File: src/rtl/display_mode_arbiter.sv
// Display mode arbiter: debounces the mode switches through a settle window,
// commits the new mode only when no key is held, and routes key levels to their owning mode.
module display_mode_arbiter #(
  parameter int SETTLE_CYC = 50
) (
  input  logic       CLK1K,
  input  logic       RSTN,
  input  logic       SW1,
  input  logic       SW2,
  input  logic       SW3,
  input  logic       SW4,
  input  logic       SW5,
  input  logic       SW6,
  input  logic       KEY_STABLE1,
  input  logic       KEY_STABLE2,
  input  logic       KEY_STABLE3,
  input  logic       TOUCH_KEY1,
  input  logic       TOUCH_KEY2,
  input  logic       TOUCH_KEY3,
  output logic [2:0] MODE,
  output logic [1:0] DISP_SEL,
  output logic [1:0] LED_SEL,
  output logic       SET_KEY1,
  output logic       SET_KEY2,
  output logic       SET_KEY3,
  output logic       STOP_START,
  output logic       MODE_CHG
);

  typedef enum logic [1:0] {
    ST_STABLE = 2'd0,
    ST_SETTLE = 2'd1,
    ST_WAIT   = 2'd2,
    ST_COMMIT = 2'd3
  } state_t;

  localparam logic [7:0] CNT_LAST   = 8'(SETTLE_CYC - 1);
  localparam logic [2:0] OWNER_NONE = 3'd7;

  logic [5:0]      sw_p0, sw_p1;
  logic [2:0]      rq;
  state_t          state, state_nxt;
  logic [2:0]      cand, cand_nxt;
  logic [7:0]      cnt, cnt_nxt;
  logic            commit_now;
  logic [2:0]      key_src, key_prev;
  logic            any_key;
  logic [2:0][2:0] owner, owner_nxt;
  logic [2:0]      set_key_nxt;
  logic            stop_nxt;

  function automatic logic [2:0] decode_rq(input logic [5:0] s);
    if (s[1])             return 3'd2;
    else if (s[5])        return 3'd3;
    else if (s[0] & s[4]) return 3'd5;
    else if (s[0])        return 3'd1;
    else if (s[3])        return 3'd4;
    else                  return 3'd0;
  endfunction

  function automatic logic [1:0] disp_of(input logic [2:0] m);
    case (m)
      3'd2:    return 2'd1;
      3'd3:    return 2'd2;
      default: return 2'd0;
    endcase
  endfunction

  function automatic logic [1:0] led_of(input logic [2:0] m);
    case (m)
      3'd4:    return 2'd1;
      3'd5:    return 2'd2;
      3'd3:    return 2'd3;
      default: return 2'd0;
    endcase
  endfunction

  // Stage p0/p1: two-flop switch synchronizer
  always_ff @(posedge CLK1K) begin
    if (!RSTN) begin
      sw_p0 <= '0;
      sw_p1 <= '0;
    end else begin
      sw_p0 <= {SW6, SW5, SW4, SW3, SW2, SW1};
      sw_p1 <= sw_p0;
    end
  end

  assign rq      = decode_rq(sw_p1);
  // Touch keys only act as the key source while the touch-set mode is committed.
  assign key_src = (MODE == 3'd5) ? {TOUCH_KEY3, TOUCH_KEY2, TOUCH_KEY1}
                                  : {KEY_STABLE3, KEY_STABLE2, KEY_STABLE1};
  assign any_key = |key_src;

  always_ff @(posedge CLK1K) begin
    if (!RSTN) begin
      state <= ST_STABLE;
      cand  <= 3'd0;
      cnt   <= 8'd0;
    end else begin
      state <= state_nxt;
      cand  <= cand_nxt;
      cnt   <= cnt_nxt;
    end
  end

  always_comb begin
    state_nxt = state;
    cand_nxt  = cand;
    cnt_nxt   = cnt;
    case (state)
      ST_STABLE: begin
        if (rq != MODE) begin
          cand_nxt  = rq;
          cnt_nxt   = 8'd0;
          state_nxt = ST_SETTLE;
        end
      end
      ST_SETTLE: begin
        if (rq == MODE) begin
          state_nxt = ST_STABLE;
        end else if (rq != cand) begin
          cand_nxt = rq;
          cnt_nxt  = 8'd0;
        end else if (cnt == CNT_LAST) begin
          state_nxt = any_key ? ST_WAIT : ST_COMMIT;
        end else begin
          cnt_nxt = cnt + 8'd1;
        end
      end
      ST_WAIT: begin
        if (rq == MODE) begin
          state_nxt = ST_STABLE;
        end else if (rq != cand) begin
          cand_nxt  = rq;
          cnt_nxt   = 8'd0;
          state_nxt = ST_SETTLE;
        end else if (!any_key) begin
          state_nxt = ST_COMMIT;
        end
      end
      default: state_nxt = ST_STABLE;
    endcase
  end

  // MODE is loaded on the edge that enters COMMIT, so MODE and MODE_CHG share the COMMIT cycle.
  always_comb begin
    commit_now = (state != ST_COMMIT) && (state_nxt == ST_COMMIT);
  end

  always_ff @(posedge CLK1K) begin
    if (!RSTN) begin
      MODE     <= 3'd0;
      MODE_CHG <= 1'b0;
      DISP_SEL <= 2'd0;
      LED_SEL  <= 2'd0;
    end else begin
      MODE     <= commit_now ? cand : MODE;
      MODE_CHG <= commit_now;
      DISP_SEL <= disp_of(MODE);
      LED_SEL  <= led_of(MODE);
    end
  end

  // A key belongs to the mode that was active when it was pressed, until released.
  always_comb begin
    owner_nxt   = owner;
    set_key_nxt = 3'b000;
    for (int n = 0; n < 3; n++) begin
      if (!key_src[n])
        owner_nxt[n] = OWNER_NONE;
      else if (!key_prev[n])
        owner_nxt[n] = MODE;
      set_key_nxt[n] = key_src[n] && ((owner_nxt[n] == 3'd1) || (owner_nxt[n] == 3'd5));
    end
    stop_nxt = key_src[2] && (owner_nxt[2] == 3'd2);
  end

  always_ff @(posedge CLK1K) begin
    if (!RSTN) begin
      key_prev   <= 3'b000;
      owner      <= {OWNER_NONE, OWNER_NONE, OWNER_NONE};
      SET_KEY1   <= 1'b0;
      SET_KEY2   <= 1'b0;
      SET_KEY3   <= 1'b0;
      STOP_START <= 1'b0;
    end else begin
      key_prev   <= key_src;
      owner      <= owner_nxt;
      SET_KEY1   <= set_key_nxt[0];
      SET_KEY2   <= set_key_nxt[1];
      SET_KEY3   <= set_key_nxt[2];
      STOP_START <= stop_nxt;
    end
  end

endmodule

File: config.mk
export PLATFORM = sky130hd
export DESIGN_NAME = display_mode_arbiter
export DESIGN_NICKNAME = d
export VERILOG_FILES = /design/src/rtl/display_mode_arbiter.sv
export SDC_FILE = /design/constraint.sdc
export NUM_CORES = 1
export LEC_CHECK = 0
export ABC_AREA = 1
export CAP_MARGIN = 10
export CORE_ASPECT_RATIO = 0.5
export CORE_UTILIZATION = 54
export DETAILED_ROUTE_END_ITERATION = 6
export GPL_ROUTABILITY_DRIVEN = 0
export PLACE_DENSITY = 0.78
export RECOVER_POWER = 25
export SETUP_SLACK_MARGIN = 0.2
export SLEW_MARGIN = 20
export SYNTH_ARGS = -nofsm -noshare
export SYNTH_HDL_FRONTEND = slang
export SYNTH_SLANG_ARGS = --single-unit
File: constraint.sdc
create_clock -name CLK1K -period 1.81 [get_ports CLK1K]
set_input_delay 0.4525 -clock CLK1K [delete_from_list [all_inputs] [get_ports CLK1K]]
set_output_delay 0.4525 -clock CLK1K [all_outputs]
set_load 0.005 [all_outputs]
==> flow_metrics.tcl, run 1 <==
set metrics [dict create \
    outcome "complete, but fails checks" \
    violations "negative setup slack" \
    synth_mux_area_share_pct 0 \
    worst_setup_path_start_kind "flip-flop" \
    htreeDepth 2 \
    root_buffer "clkbuf_8" \
    die_x_um 89.4 \
    tritoncts "built" \
    crit-reg2reg-launch "sw_p1[1]" \
    finalCriticalPeriod_ns 1.85 \
    worstPathMaxFanout 6 \
    synth-xor-area-share_pct 0.850 \
    synth_compound_area_share_pct 10.8 \
    maxCapViolCount 0 \
    hold_start "sw_p0[5]" \
    dieArea_mm2 0.00408 \
    critPathArrivalTime_ns 2.05 \
    layout_commonest_cell "nand2_1" \
    fillers 244 \
    fin_setup_tns_ns -0.0947 \
    hold_violations 0 \
    synth-seq-cells 45 \
    drcViolationCount 0 \
    wl_per_cell_um 12.7 \
    synth_nets 291 \
    insertion_delay_ns 0.31 \
    hold_class "reg2reg" \
    hpwl_um 3180 \
    reg2reg_depth 14 \
    synth_top_family_by_area "simple AND/OR/NAND/NOR gates" \
    finalCoreUtilization_pct 78.9 \
    drive_above_1_share_pct 27.4 \
    fmax_mhz 541 \
    finClkSkew_ns 0.00574 \
    core_area_mm2 0.00355 \
    overflow 0 \
    rrSetupSlack_ns -0.04 \
    cts_inserted_buffers 5 \
    clockBufferDepth 2 \
    hold_buffers 0 \
    final_cell_mix "52 x nand2_1, 43 x inv_1, 39 x dfxtp_1" \
    floorplan.initialDensity_pct 58.1 \
    diodes 0 \
    hold_end "sw_p1[5]" \
    required_ns 2.01 \
    area_growth_pct 35.7 \
    crit_type "reg2reg" \
    cts.clk_slew.worst_paths_ns 0.09 \
    slew_violations 0 \
    total_power_mw 2.30 \
    drt-pass1-iter-count 4 \
    worstMarginPinSlew_ns 0.397 \
    synthAdderAreaFrac_pct 4.25 \
    place.port_buffers 24 \
    vias 1877 \
    syn_inst 270 \
    grt_pass1_vias 1623 \
    min_path_cells 2 \
    rsz0062_at_grt "true" \
    dr.first_iter.drc_count 73 \
    synth_area_per_cell_um2 7.64 \
    ios 26 \
    power_density_mw_per_mm2 822 \
    leakage_nw 1.31 \
    final_nets 341 \
    place_ws_ns -0.213 \
    grt_max_degree 20 \
    hold_ws_ns 0.412 \
    antenna_found_initial 0 \
    avgViaCountPerCell 5.05 \
    setup_violations 3 \
    yosysSeqAreaShare_pct 43.7 \
    setup_slack_ns -0.0385 \
    dpl_cell_area_mm2 0.00246 \
    clkSinkCount 45 \
    synth_area_mm2 0.00206 \
    drtAntennaViolNets 0 \
    worstReg2RegEnd "MODE[1]" \
    yosysUniqueCellTypes 27 \
    fin_cells 372 \
    yosys.area_share.simple_pct 30.2 \
    grt_first_pass_wirelength_um 6780 \
    synth_warnings 0 \
    routed_wl_um 4720 \
    rows 15 \
    globalRouteTotalUtil_pct 23.2 \
    period_share_pct 102 \
    die_y_um 45.7 \
    placedCellCount 356 \
    max_slew_margin_pct 73.5 \
    fin_area_mm2 0.00280 \
    endpoint_kind "flip-flop" \
    worst_ir_drop_vdd_mv 0.529 \
]
-- area by class of cell --
cell class / count / area (um^2) / area share, %
inverter: 50 / 198 / 7.07
sequential: 45 / 916 / 32.7
multi-input combinational: 173 / 1080 / 38.6
tap: 51 / 63.8 / 2.28
timing repair buffer: 45 / 420 / 15.0
clock inverter: 2 / 37.5 / 1.34
clock buffer: 6 / 82.6 / 2.95
-- what timing repair did --
item,CTS,global route
buffers inserted,4,4
setup endpoints to repair,20,20
resized for setup,16,35
pin swaps,5,9
-- routing by layer --
metal / track usage (%) / wire length (um) / vias up
li1: - / - / 949
met1: 25.7 / 2070 / 876
met2: 42.1 / 2330 / 40
met3: 6.70 / 238 / 12
met4: 11.4 / 91 / 0
met5: 0 / 0 / -
-- worst max path at each step --
stage               cells past startpoint        start      end  slack [ns]
finish                                 14     sw_p1[1]  MODE[1]       -0.04
global route                           13     sw_p1[1]  MODE[2]       -0.16
CTS                                    12     sw_p1[1]   cnt[7]        0.04
detailed placement                     13  KEY_STABLE3  MODE[1]       -0.21
global placement                       13  KEY_STABLE1  MODE[1]       -0.19
floorplan                              12     sw_p1[1]   cnt[5]        0.18
-- Yosys cell counts --
cell / n / area, um^2
a211oi_2: 2 / 25.0
nor2_4: 4 / 45.0
o21ai_1: 5 / 25.0
nor2_1: 30 / 113
o21ai_0: 9 / 45.0
inv_1: 45 / 169
buf_2: 1 / 5.00
nand3_1: 15 / 75.1
ha_1: 7 / 87.6
nor2_2: 1 / 6.26
a21oi_1: 13 / 65.1
nand3b_1: 1 / 7.51
nand2_4: 1 / 11.3
bufinv_8: 1 / 17.5
o211ai_1: 3 / 22.5
nor3_1: 3 / 15.0
nand2_1: 60 / 225
inv_2: 4 / 15.0
o21ai_4: 2 / 32.5
a211oi_1: 1 / 7.51
xor2_1: 2 / 17.5
nand3_4: 2 / 35.0
nand2_2: 3 / 18.8
nand3_2: 4 / 40.0
dfxtp_1: 45 / 901
clkbuf_1: 1 / 3.75
nand4_1: 5 / 31.3
-- kinds of logic after synthesis --
family / Yosys count
AOI/OAI and AO/OA: 35
xor gates and xnor gates: 2
adders and majority gates: 7
buffers and inverters: 52
DFF: 45
and+or+nand+nor: 129
-- flip-flops by register name (all words and copies together) (netlist names) --
signal,count
MODE_CHG,1
SET_KEY1,1
owner,7
sw_p1,5
state,2
cnt,8
STOP_START,1
SET_KEY3,1
DISP_SEL,2
key_prev,3
cand,3
LED_SEL,2
sw_p0,5
SET_KEY2,1
MODE,3
-- worst max-delay path, cell delays in order, from the launching register on --
cell and delay [ns]:
dfxtp_2 0.35, nor2_4 0.22, nand2_1 0.10, nand2_2 0.09
inv_2 0.04, nor2_2 0.13, nand3_2 0.11, nand2_1 0.10
nand3_1 0.09, nand3_2 0.13, nand2_2 0.07, inv_2 0.08
nand3_4 0.08, nor2_2 0.13, nor2_1 0.05
-- report_power, final --
part	internal, mW	switching [mW]	total (mW)
Clock	0.449	0.349	0.798
Sequential	1.03	0.0345	1.07
Combinational	0.174	0.261	0.435
(Power assumes the default switching activity.)
==> run 2, diff against run 1 <==
--- a/config.mk
+++ b/config.mk
@@ -9,6 +9,7 @@
 export CAP_MARGIN = 10
 export CORE_ASPECT_RATIO = 0.5
 export CORE_UTILIZATION = 54
+export CTS_CLUSTER_SIZE = 24
 export DETAILED_ROUTE_END_ITERATION = 6
 export GPL_ROUTABILITY_DRIVEN = 0
 export PLACE_DENSITY = 0.78
==> results of run 2 <==
The final DEF is identical to that of run 1; final timing and power are the same.
==> run 3, diff against run 2 <==
--- a/config.mk
+++ b/config.mk
@@ -8,11 +8,10 @@
 export ABC_AREA = 1
 export CAP_MARGIN = 10
 export CORE_ASPECT_RATIO = 0.5
-export CORE_UTILIZATION = 54
+export CORE_UTILIZATION = 35
 export CTS_CLUSTER_SIZE = 24
 export DETAILED_ROUTE_END_ITERATION = 6
 export GPL_ROUTABILITY_DRIVEN = 0
-export PLACE_DENSITY = 0.78
 export RECOVER_POWER = 25
 export SETUP_SLACK_MARGIN = 0.2
 export SLEW_MARGIN = 20
==> flow_metrics.tcl, run 3 (same netlist as run 1, synthesis figures left out) <==
set metrics [dict create \
    outcome "complete, but fails checks" \
    clkSinkCount 45 \
    required_ns 1.99 \
    crit-reg2reg-launch "sw_p1[5]" \
    htreeDepth 2 \
    fin_setup_tns_ns -0.0674 \
    violations "negative setup slack" \
    rows 19 \
    ios 26 \
    hold_start "sw_p0[5]" \
    hold_end "sw_p1[5]" \
    critical_path.max_stage_delay_ns 0.36 \
    placedCellCount 380 \
    vias 1842 \
    worst-path-stages 11 \
    insertion_delay_ns 0.29 \
    tritoncts "built" \
    max_slew_margin_pct 80.8 \
    fin_cells 400 \
    drcViolationCount 0 \
    clockBufferDepth 2 \
    finalCriticalPeriod_ns 1.84 \
    hpwl_um 3080 \
    root_buffer "clkbuf_16" \
    setup_violations 3 \
    endpoint_kind "flip-flop" \
    cts_inserted_buffers 5 \
    grt_first_pass_wirelength_um 7270 \
    leakage_nw 1.32 \
    fmax_mhz 543 \
    reg.largest.list "cnt (8), owner (7)" \
    min_path_cells 2 \
    rrSetupSlack_ns -0.03 \
    die_x_um 111 \
    fillers 534 \
    avgViaCountPerCell 4.61 \
    grt_max_degree 20 \
    setup_slack_ns -0.0323 \
    worstReg2RegEnd "cnt[6]" \
    routed_wl_um 4320 \
    worst_ir_drop_vdd_mv 0.385 \
    regMostFlops "cnt" \
    overflow 0 \
    place.port_buffers 24 \
    hold_class "reg2reg" \
    hold_violations 0 \
    layout_commonest_cell "nand2_1" \
    worst_setup_path_start_kind "flip-flop" \
    crit_chain "nor2_4, nand4_1, nand2_2, nor2_4, buf_6, o21ai_4, nand3_4, o21ai_4, inv_2, o21ai_2, a21oi_1" \
    total_power_mw 2.56 \
    finClkSkew_ns 0.00643 \
    worstPathMaxFanout 7 \
    core_area_mm2 0.00559 \
    diodes 0 \
    worstMarginPinSlew_ns 0.288 \
    power_density_mw_per_mm2 895 \
    final_nets 347 \
    reg2reg_depth 11 \
    slew_violations 0 \
    critPathBufInv 2 \
    maxCapViolCount 0 \
    period_share_pct 102 \
    crit_slowest_cell "dfxtp_4" \
    globalRouteTotalUtil_pct 14.8 \
    rsz0062_at_grt "true" \
    dieArea_mm2 0.00622 \
    drt-pass1-iter-count 4 \
    critPathArrivalTime_ns 2.02 \
    crit_type "reg2reg" \
    die_y_um 56.3 \
    floorplan.initialDensity_pct 36.9 \
    wl_per_cell_um 10.8 \
    drive_above_1_share_pct 25.1 \
    hold_ws_ns 0.405 \
    cts.clk_slew.worst_paths_ns 0.07 \
    grt_pass1_vias 1690 \
    place_ws_ns -0.253 \
    dr.first_iter.drc_count 49 \
    area_growth_pct 38.7 \
    final_cell_mix "55 x nand2_1, 44 x inv_1, 39 x dfxtp_1" \
    largest_reg_flops 8 \
    drtAntennaViolNets 0 \
    antenna_found_initial 0 \
    cp_top_family "simple AND/OR/NAND/NOR gates" \
]
## run 3: through the flow
stage | area [um^2] | util (%)
2_1_floorplan | 2060 | -
3_3_place_gp | 2510 | 44.9
6_report | 2860 | 51.2
5_1_grt | 2860 | 51.2
3_5_place_dp | 2510 | 44.9
4_1_cts | 2810 | 50.4
## run 3: worst max-delay path by stage
stage	end	startpoint	slack [ns]
finish	cnt[6]	sw_p1[5]	-0.03
global route	cnt[6]	sw_p1[5]	-0.17
CTS	cnt[5]	sw_p1[5]	0.001
detailed placement	MODE[1]	KEY_STABLE2	-0.25
global placement	MODE[1]	KEY_STABLE2	-0.22
floorplan	cnt[5]	sw_p1[1]	0.18
## run 3: layout make-up
type | instances | area, um^2 | area share [%]
clock buffer | 5 | 125 | 4.38
sequential | 45 | 918 | 32.1
clock inverter | 3 | 46.3 | 1.62
inverter | 50 | 200 | 7.00
tap | 73 | 91.3 | 3.19
timing repair buffer | 51 | 459 | 16.1
multi-input combinational | 173 | 1020 | 35.6
## run 3: power by group
part / total [mW] / switching [mW] / internal, mW
Sequential: 1.07 / 0.0342 / 1.03
Combinational: 0.448 / 0.245 / 0.203
Clock: 1.05 / 0.393 / 0.653
Total: 2.56 / 0.672 / 1.89
## run 3: worst register-to-register path, cell delays in order, from the launching register on
cell,delay [ns]
dfxtp_4,0.36
nor2_4,0.21
nand4_1,0.15
nand2_2,0.12
nor2_4,0.06
buf_6,0.11
o21ai_4,0.13
nand3_4,0.14
o21ai_4,0.26
inv_2,0.09
o21ai_2,0.06
a21oi_1,0.05
## run 3: metal layers
metal  GRT usage, %  vias up  part of all wire (%)
met4           7.43        0                   1.9
li1               -      960                     -
met1           17.6      851                    47
met3           4.00        8                   3.0
met2           24.9       23                    48
met5              0        -                     0
## run 3: timing repair
action	4_1_cts	5_1_grt
pin swaps	16	9
setup endpoints to repair	17	17
hold buffers	0	0
resized for setup	26	13
buffers inserted	11	1
